==> src/rtl/axi_wr_pkg.sv <==
// Shared types and constants for the AXI write-channel controller.
//   wr_state_e : controller FSM states
//   SEL_*      : one-hot select encodings for slaves {DS,S1,S0} and masters {M1,M0}
//   *_DEFAULT  : default AWAddr[31:16] values that pick S0 and S1
package axi_wr_pkg;

  typedef enum logic [1:0] {IDLE, ADDR, DATA, RESP} wr_state_e;

  localparam logic [2:0] SEL_S0 = 3'b001;
  localparam logic [2:0] SEL_S1 = 3'b010;
  localparam logic [2:0] SEL_DS = 3'b100;
  localparam logic [1:0] SEL_M0 = 2'b01;
  localparam logic [1:0] SEL_M1 = 2'b10;

  localparam logic [15:0] S0_BASE_DEFAULT = 16'h0000;
  localparam logic [15:0] S1_BASE_DEFAULT = 16'h0001;

endpackage

==> src/rtl/wr_addr_decode.sv <==
// Combinational AWAddr-to-slave decoder.
//   addr    : write address of the grant candidate
//   slv_sel : one-hot {DS,S1,S0}; upper 16 address bits choose S0/S1, anything else DS
module wr_addr_decode
  import axi_wr_pkg::*;
#(
  parameter int unsigned ADDR_W  = 32,
  parameter logic [15:0] S0_BASE = S0_BASE_DEFAULT,
  parameter logic [15:0] S1_BASE = S1_BASE_DEFAULT
) (
  input  logic [ADDR_W-1:0] addr,
  output logic [2:0]        slv_sel
);

  logic [15:0] addr_hi;
  logic        unused_addr_lo;

  assign addr_hi        = addr[ADDR_W-1 -: 16];
  // Only the region bits take part in routing.
  assign unused_addr_lo = ^addr[ADDR_W-17:0];

  always_comb begin
    if (addr_hi == S0_BASE) begin
      slv_sel = SEL_S0;
    end else if (addr_hi == S1_BASE) begin
      slv_sel = SEL_S1;
    end else begin
      slv_sel = SEL_DS;
    end
  end

endmodule

==> src/rtl/axi_wr_ctrl.sv <==
// AXI write-channel controller: round-robin AW arbitration between M0 and M1,
// slave decode, and transaction-scoped routing selects held from AW grant to B handshake.
//   clk, rst                 : clock, synchronous active-high reset
//   Mx_AWValid/AWAddr/AWLen  : master write-address requests
//   Mx_AWReady               : granted master's ready, combinational from slv_awready
//   slv_awready/slv_awvalid  : AW handshake with {DS,S1,S0}
//   w_mst_sel, w_slv_sel     : W routing selects (DATA only)
//   WValid_m/WLast_m/WReady_s: muxed W handshake signals
//   b_slv_sel                : B response select (RESP only)
//   BValid_s/BReady_m        : muxed B handshake signals
//   len_err                  : one-cycle pulse, the cycle after a beat whose WLast disagrees
//                              with the remaining beat count
//   busy                     : high outside IDLE
module axi_wr_ctrl
  import axi_wr_pkg::*;
#(
  parameter int unsigned ADDR_W  = 32,
  parameter int unsigned LEN_W   = 4,
  parameter logic [15:0] S0_BASE = S0_BASE_DEFAULT,
  parameter logic [15:0] S1_BASE = S1_BASE_DEFAULT
) (
  input  logic              clk,
  input  logic              rst,
  input  logic              M0_AWValid,
  input  logic [ADDR_W-1:0] M0_AWAddr,
  input  logic [LEN_W-1:0]  M0_AWLen,
  output logic              M0_AWReady,
  input  logic              M1_AWValid,
  input  logic [ADDR_W-1:0] M1_AWAddr,
  input  logic [LEN_W-1:0]  M1_AWLen,
  output logic              M1_AWReady,
  input  logic [2:0]        slv_awready,
  output logic [2:0]        slv_awvalid,
  output logic [1:0]        w_mst_sel,
  output logic [2:0]        w_slv_sel,
  input  logic              WValid_m,
  input  logic              WLast_m,
  input  logic              WReady_s,
  output logic [2:0]        b_slv_sel,
  input  logic              BValid_s,
  input  logic              BReady_m,
  output logic              len_err,
  output logic              busy
);

  wr_state_e          state;
  logic               prio;    // 0: M0 wins a tie, 1: M1 wins a tie
  logic [1:0]         grant;
  logic [2:0]         slave;
  logic [LEN_W-1:0]   len;
  logic [LEN_W-1:0]   cnt;

  logic               cand_m1;
  logic [ADDR_W-1:0]  cand_addr;
  logic [LEN_W-1:0]   cand_len;
  logic [2:0]         cand_slv;
  logic               aw_ok;
  logic               aw_hs;
  logic               w_beat;
  logic               cnt_zero;

  // M1 is the candidate when it requests alone, or on a tie when it holds priority.
  assign cand_m1   = M1_AWValid & (~M0_AWValid | prio);
  assign cand_addr = cand_m1 ? M1_AWAddr : M0_AWAddr;
  assign cand_len  = cand_m1 ? M1_AWLen : M0_AWLen;

  wr_addr_decode #(
    .ADDR_W  (ADDR_W),
    .S0_BASE (S0_BASE),
    .S1_BASE (S1_BASE)
  ) u_decode (
    .addr    (cand_addr),
    .slv_sel (cand_slv)
  );

  assign aw_ok      = |(slv_awready & slave);
  assign M0_AWReady = (state == ADDR) & grant[0] & aw_ok;
  assign M1_AWReady = (state == ADDR) & grant[1] & aw_ok;
  assign aw_hs      = (M0_AWValid & M0_AWReady) | (M1_AWValid & M1_AWReady);
  assign w_beat     = WValid_m & WReady_s;
  assign cnt_zero   = (cnt == '0);

  always_ff @(posedge clk) begin
    if (rst) begin
      state       <= IDLE;
      prio        <= 1'b0;
      grant       <= '0;
      slave       <= '0;
      len         <= '0;
      cnt         <= '0;
      slv_awvalid <= '0;
      w_mst_sel   <= '0;
      w_slv_sel   <= '0;
      b_slv_sel   <= '0;
      len_err     <= 1'b0;
      busy        <= 1'b0;
    end else begin
      len_err <= 1'b0;
      case (state)
        IDLE: begin
          if (M0_AWValid | M1_AWValid) begin
            grant       <= cand_m1 ? SEL_M1 : SEL_M0;
            slave       <= cand_slv;
            len         <= cand_len;
            slv_awvalid <= cand_slv;
            busy        <= 1'b1;
            state       <= ADDR;
          end
        end
        ADDR: begin
          // A dropped AWValid simply leaves us waiting here.
          if (aw_hs) begin
            cnt         <= len;
            slv_awvalid <= '0;
            w_mst_sel   <= grant;
            w_slv_sel   <= slave;
            state       <= DATA;
          end
        end
        DATA: begin
          if (w_beat) begin
            cnt     <= cnt_zero ? cnt : cnt - LEN_W'(1);
            len_err <= WLast_m != cnt_zero;
            // WLast ends the burst even when the count disagrees.
            if (WLast_m) begin
              w_mst_sel <= '0;
              w_slv_sel <= '0;
              b_slv_sel <= slave;
              state     <= RESP;
            end
          end
        end
        RESP: begin
          if (BValid_s & BReady_m) begin
            prio      <= grant[0];
            grant     <= '0;
            slave     <= '0;
            b_slv_sel <= '0;
            busy      <= 1'b0;
            state     <= IDLE;
          end
        end
        default: state <= IDLE;
      endcase
    end
  end

endmodule

==> config.mk <==
export PLATFORM = sky130hd
export DESIGN_NAME = axi_wr_ctrl
export DESIGN_NICKNAME = d
export VERILOG_FILES = /design/src/rtl/axi_wr_pkg.sv /design/src/rtl/wr_addr_decode.sv /design/src/rtl/axi_wr_ctrl.sv
export SDC_FILE = /design/constraint.sdc
export NUM_CORES = 1
export LEC_CHECK = 0
export ABC_AREA = 1
export CORE_MARGIN = 4
export CORE_UTILIZATION = 44
export CTS_BUF_LIST = sky130_fd_sc_hd__clkbuf_4 sky130_fd_sc_hd__clkbuf_8 sky130_fd_sc_hd__clkbuf_16
export DETAILED_ROUTE_END_ITERATION = 16
export MAX_ROUTING_LAYER = met4
export PLACE_DENSITY = 0.86
export SYNTH_ARGS = -nofsm -noshare
export SYNTH_HDL_FRONTEND = slang
export SYNTH_HIERARCHICAL = 1
export SYNTH_SLANG_ARGS = --single-unit
==> constraint.sdc <==
create_clock -name clk -period 6.2 [get_ports clk]
set_clock_uncertainty 0.15 [all_clocks]
set_input_delay 1.86 -clock clk [delete_from_list [all_inputs] [get_ports clk]]
set_output_delay 1.86 -clock clk [all_outputs]
set_load 0.05 [all_outputs]
* Word level (Yosys, flattened, before mapping)
Cells that the tools add are included.
** Storage, ports and cells
- Bits in writable memories :: 0
- Bits in read-only memories :: 0
- Register bits after elaboration :: 29
- Bits in latches :: 0
- Memories kept :: 0
- Output and inout bits :: 15
- Logic and storage cells :: 93
** Operators by class
- Reduce and logical (&&, ||, !) cells :: 17
- Shift-type cells :: 0
- Order comparisons :: 0
- Equal/unequal tests :: 11
- Multiplexer cells :: 36
- Divide/modulo/power cells :: 0
- Multiply operators :: 0
- Add/subtract/negate cells :: 1
- Bitwise logic cells :: 16
** Operator list (number)
- $mux 32 :: 1
- $mux 3 :: 10
- $pmux 3 s2 :: 4
- $mux 2 :: 10
- $eq 16x1->1 const B :: 1
- $logic_not 16->1 :: 1
- $mux 4 :: 4
- $ne 2x2->1 const B :: 6
- $reduce_and 4->1 :: 3
- $and 1x1->1 :: 9
- $pmux 2 s2 :: 2
- $pmux 2 s4 :: 1
- $pmux 4 s2 :: 1
- $reduce_bool 2->1 :: 4
- $reduce_and 3->1 :: 2
- $reduce_or 3->1 :: 2
- $reduce_and 5->1 :: 1
- $eq 2x2->1 const B :: 2
- $logic_not 4->1 :: 1
- $reduce_and 2->1 :: 2
- $sub 4x1->4 const B :: 1
- $and 3x3->3 :: 1
- $not 1->1 :: 3
- $or 1x1->1 :: 3
- other kinds (5) :: 6

* Depth between registers and ports, before layout
- Word-level depth :: 9
- Gate-level depth with buffers :: 15
- Mapped depth without buffers :: 14

* By module
Netlist, hierarchy kept.
** Modules (own cells, without submodules)
- axi_wr_ctrl :: seq. area each 580.6 um^2, area an instance 1956.9 um^2, times used 1, cells an instance 332
- wr_addr_decode :: seq. area each 0.0 um^2, area an instance 87.6 um^2, times used 1, cells an instance 21

* Worst setup path before layout
OpenSTA, ideal clock, no wires.
- Path type :: input -> output
- Start :: in slv_awready[2]
- End :: out M0_AWReady
- Arrival :: 2384 ps
- Path buffers :: 0
- Stages :: 4
- Slack :: 1806 ps
- Cells stage by stage :: nand2_1 > nand3_2 > nand3_1 > inv_1
** Between the ends
- Word-level cells in the longest chain between the ends :: 3
** RTL lines
- start: declaration :: RTL line axi_wr_ctrl.sv:32 : input logic [2:0] slv_awready,
- $and 3x3->3 :: RTL line axi_wr_ctrl.sv:76 : assign aw_ok = |(slv_awready & slave);
- $reduce_or 3->1 :: RTL line axi_wr_ctrl.sv:76
- $and 1x1->1 :: RTL line axi_wr_ctrl.sv:77 : assign M0_AWReady = (state == ADDR) & grant[0] & aw_ok;
- end: declaration :: RTL line axi_wr_ctrl.sv:27 : output logic M0_AWReady,
No other way between the ends.

* Final worst setup path
Same ends and word-level chain as after synthesis.

==> out/metrics.cfg <==
[sta]
tightest_slew_ns=0.5088
final.period_utilization_pct=87.63
setup_violations=0
finalHoldViolCount=0
timing.fmax_mhz=184.1
max_slew_margin_pct=65.87
slew_violations=0
grt_setup_unrepaired=no
period_needed_ns=5.433
tns_ns=0

[clocking]
cts_max_path_buffers=2
path_clk_slew_ns=0.06
clock-sinks=29
cts_tree=done
post_cts_buffers=0
post_cts_resized=0
root_buffer=clkbuf_8
cts_buffers=5
clock_latency_ns=0.28
cts_hold_buf=0
cts_max_level=2

[global_routing]
grt_max_degree=23
grt_pass1_wl_microns=7583
grt_usage_pct=18.31
grt_overflow_total=0
antenna_found_initial=0
grt_pass1_vias=1819

[setup_path]
worstSetupPathType=in2out
r2r-start=prio
cpPeakStageDelay_ns=0.79
arrival_ns=3.42
cp_cell_sequence=clkdlybuf4s50_1, nand2_1, nand3_2, nand3_1, inv_1, clkdlybuf4s50_1
crit_path_start=slv_awready[2]
cp-start-kind=input pin
cp_data_required_time_ns=4.19
slowest_stage=clkdlybuf4s50_1
critPathMostFrequentCell=clkdlybuf4s50_1
cp_max_fo=4
cp-end-kind=output pin

[synthesis]
avgSynthCellArea_sq_um=6.116
syn_nets=393
syn_area_sq_um=1853
synthCells=303
yosys_warnings=6

[drt]
wl_per_cell_microns=10.52
antenna_left=0
drt_iter0_markers=194
routed-via-count=1999
dr.pass1.iters=4
routed_wl_microns=4398
drcViolationCount=0
via_per_inst=4.782

[die]
num_rows=23
ios=99
design.die.area_sq_um=5314
die_h_microns=72.90
start_util_pct=45.99
die_w_microns=72.90
core_area_sq_um=4029

[final_layout]
diodes=0
nNetsFinal=457
area_delta_synth_final_pct=40.38
drive_gt1_share_pct=6.250
fillers=388
final_area_sq_um=2601

[placement]
placed_cell_area_sq_um=2515
portBuffers=66
dp_hpwl_microns=3388
gp_congestion=0.7918

[min_path]
holdCritStartpoint=b_slv_sel[0]
hold_class=reg2reg

[power]
p_leak_uw=0.001201
irDropWorstVdd_uv=152.1
power.density_nw_per_um2=391.4

[outcome]
status=finished clean

[run]
maxCapViolCount=0

-- flip-flops by register name, indices dropped and copies added (netlist names) --
signal	flops
w_slv_sel	3
prio	1
slv_awvalid	3
len	4
grant	2
busy	1
w_mst_sel	2
len_err	1
cnt	4
state	2
slave	3
b_slv_sel	3
-- power breakdown --
group	leakage [uW]	switching, uW	internal, uW
logic	0.000915	366	213
registers	0.000238	39.3	247
clock network	0.0000484	70.9	81.9
total	0.00120	476	542
-- cell usage in the layout, fill, tap and decap left out --
master	n
clkinv_2	2
o21ai_0	5
nand3b_1	1
nand3_2	3
o21ai_1	2
inv_2	3
buf_4	1
clkinv_1	1
and2_1	2
a31oi_4	1
a21oi_1	21
nand2_2	1
a211oi_1	1
nand2_4	1
clkdlybuf4s50_1	66
a21oi_2	1
nand3_1	21
clkbuf_4	1
dfxtp_1	29
or2_2	2
ha_1	6
inv_1	26
nor2_2	1
o211ai_1	5
clkbuf_8	5
nand2_1	118
nor2_1	41
o22ai_2	1
-- through the flow --
stage | util, % | instances | setup WS (ns) | hold slack [ns] | total power (uW)
2_1_floorplan | - | 303 | 1.806 | 0.2814 | 725.3
3_3_place_gp | 62.42 | 410 | 0.7784 | 0.3022 | 852.6
3_5_place_dp | 62.42 | 410 | 0.7569 | 0.3148 | 869.9
4_1_cts | 64.57 | 418 | 0.7606 | 0.3215 | 1024
5_1_grt | 64.57 | 418 | 0.7014 | 0.3537 | 1115
6_report | 64.57 | 418 | 0.7670 | 0.3195 | 1018
-- final cells by class --
type	instances	area, sq um	share of cell area [%]
timing repair buffer	67	668.1	25.69
tap	50	62.56	2.405
sequential	29	580.6	22.32
inverter	30	112.6	4.329
multi-input combinational	234	1091	41.94
clock buffer	6	76.32	2.934
clock inverter	2	10.01	0.3848
-- worst paths after layout --
kind                    endpoint  slack, ns  cells past startpoint
setup / recovery      M0_AWReady       0.77                      6
setup reg to reg  slv_awvalid[1]       4.12                     14
hold reg to reg     b_slv_sel[0]       0.32                      2
hold / removal      b_slv_sel[0]       0.32                      2
-- per-layer routing --
layer / part of all wire (%) / routed length [microns] / global-route usage [%]
met1: 44 / 1937 / 21.35
met5: 0 / 0 / -
met2: 47 / 2071 / 31.26
met4: 1.8 / 78 / 6.762
met3: 7.0 / 310 / 3.306
-- worst max-delay path: cells and delay by family --
family | cells | cell delay (ns)
AND/OR/NAND/NOR | 3 | 0.25
buffers and inverters | 3 | 1.31
No activity file was read; power rests on OpenSTA's default activity.
==> patch, RTL diff (same settings) <==
Reset style: asynchronous (`rst`), changed in one clocked block. Comments in the files are not updated.
--- a/src/rtl/axi_wr_ctrl.sv
+++ b/src/rtl/axi_wr_ctrl.sv
@@ -81,5 +81,5 @@
   assign cnt_zero   = (cnt == '0);
 
-  always_ff @(posedge clk) begin
+  always_ff @(posedge clk or posedge rst) begin
     if (rst) begin
       state       <= IDLE;
Function: differs if rst is asserted again (counterexample within 4 cycles, from zero or initial values and one cycle with rst high); with rst held inactive, the same outputs for 10 cycles.
==> patch against the original RTL <==
- final area grew 1.3%
- count of clock-buffer cells in the layout grew 1
- register-to-register slack gained 20 ps
- total power shrank 5.3%
- combinational power shrank 12%
- sequential share of layout area grew 5.2 points
- setup slack lost 41 ps
- wire length grew 2.0%
- critical path depth is the same
- sequential cell count is the same
- non-clock buffer count is the same
- area after synthesis grew 0.41%
==> patch: results (changes against the original RTL) <==
Outcome = finished clean
CP arrival = 3460 ps (+40 ps)
CTS Buf Count = 5 (unchanged)
Worst slack at placement = 717 ps (-39.5 ps)
Root Driver = clkbuf_8
Cells after Synth = 268 (-12%)
Biggest regs = cnt x4, len x4
Initial antenna violation count = 0 (unchanged)
Final wirelength = 4490 um (+2.0%)
Port Buffers = 66 (unchanged)
Clk_lat worst skew = 280 ps (about the same)
Drt first pass iters = 4 (unchanged)
Hold Path Class = reg2reg
Via-to-Cell Ratio = 4.94 (+3.4%)
VDD IR max = 0.000167 V (+9.9%)
Mapped Nets = 358 (-8.9%)
Number of fill cells = 339 (-13%)
Worst-path clk slew = 60 ps (about the same)
Synth warn = 6 (unchanged)
Max FO, Critical Path = 4 (unchanged)
# diodes = 0 (unchanged)
Dpl cells = 378 (-7.8%)
Number of global-route vias before repair = 1777 (-2.3%)
Share of layout cells above drive strength 1 = 0.0836 (+0.0211)
Layout Cells excl Fill = 385 (-7.9%)
Max clock buf depth = 2 (unchanged)
Post-CTS Setup Repair Bufs = 0 (unchanged)
Post-CTS sizing = 0 (unchanged)
Total Nets Final = 425 (-7.0%)
Slew HR = 0.275 (-0.384)
H-tree levels = 2 (unchanged)
Routability Congestion = 0.780 (-1.4%)
Iter 0 DRT Violations = 82 (-58%)
Dpl hpwl = 3530 um (+4.2%)
LEAKAGE = 1.31 nW (+8.8%)
Pin count of the biggest net entering global routing = 30 (+30%)
Total Routing Usage GR = 0.182 (-0.00115)
First-pass GRT wire length = 7420 um (-2.1%)
patch: area by class of cell:
| cell class | instances | share of cell area |
|---|---|---|
| sequential | 29 | 0.275 |
| multi-input combinational | 203 | 0.372 |
| inverter | 29 | 0.0418 |
| tap | 50 | 0.0237 |
| clock buffer | 7 | 0.0342 |
| timing repair buffer | 67 | 0.253 |
patch: through the flow:
stage | total power [mW] | instance area, um2 | hold slack, ps | utilization
finish | 0.964 | 2640 | 319 | 0.650
global route | 1.04 | 2640 | 337 | 0.650
CTS | 0.967 | 2640 | 326 | 0.650
detailed placement | 0.802 | 2550 | 311 | 0.628
global placement | 0.781 | 2550 | 303 | 0.628
floorplan | 0.664 | 1860 | 308 | -
patch: final timing paths:
| kind | startpoint | end | slack, ps | depth (start not counted) |
|---|---|---|---|---|
| worst min-delay path | w_slv_sel[0] | w_slv_sel[0] | 320 | 2 |
| worst min register to register | w_slv_sel[0] | w_slv_sel[0] | 320 | 2 |
| worst max register to register | prio | slave[2] | 4140 | 11 |
| worst max-delay path | slv_awready[1] | M1_AWReady | 730 | 6 |
| max in group asynchronous | rst | len[3] | 3230 | 2 |
| min in group asynchronous | rst | len_err | 2010 | 2 |
patch: critical path, cell delays in order:
cell             delay, ps
clkdlybuf4s50_1        460
nand2_1                 60
nand3_1                160
nand2_1                 80
inv_1                   50
clkdlybuf4s50_1        790
patch: power breakdown:
part | switching, mW | internal (mW) | leakage, nW
Sequential | 0.0450 | 0.250 | 0.374
Clock | 0.0684 | 0.0922 | 0.0477
Combinational | 0.325 | 0.183 | 0.886
patch: metal layers:
metal,up-vias,global-route usage,wire length (um),share of wire
met4,0,0.0820,75,0.017
met5,-,-,0,0
met1,848,0.202,1870,0.42
met2,63,0.316,2210,0.49
met3,9,0.0317,330,0.074
li1,983,-,-,-
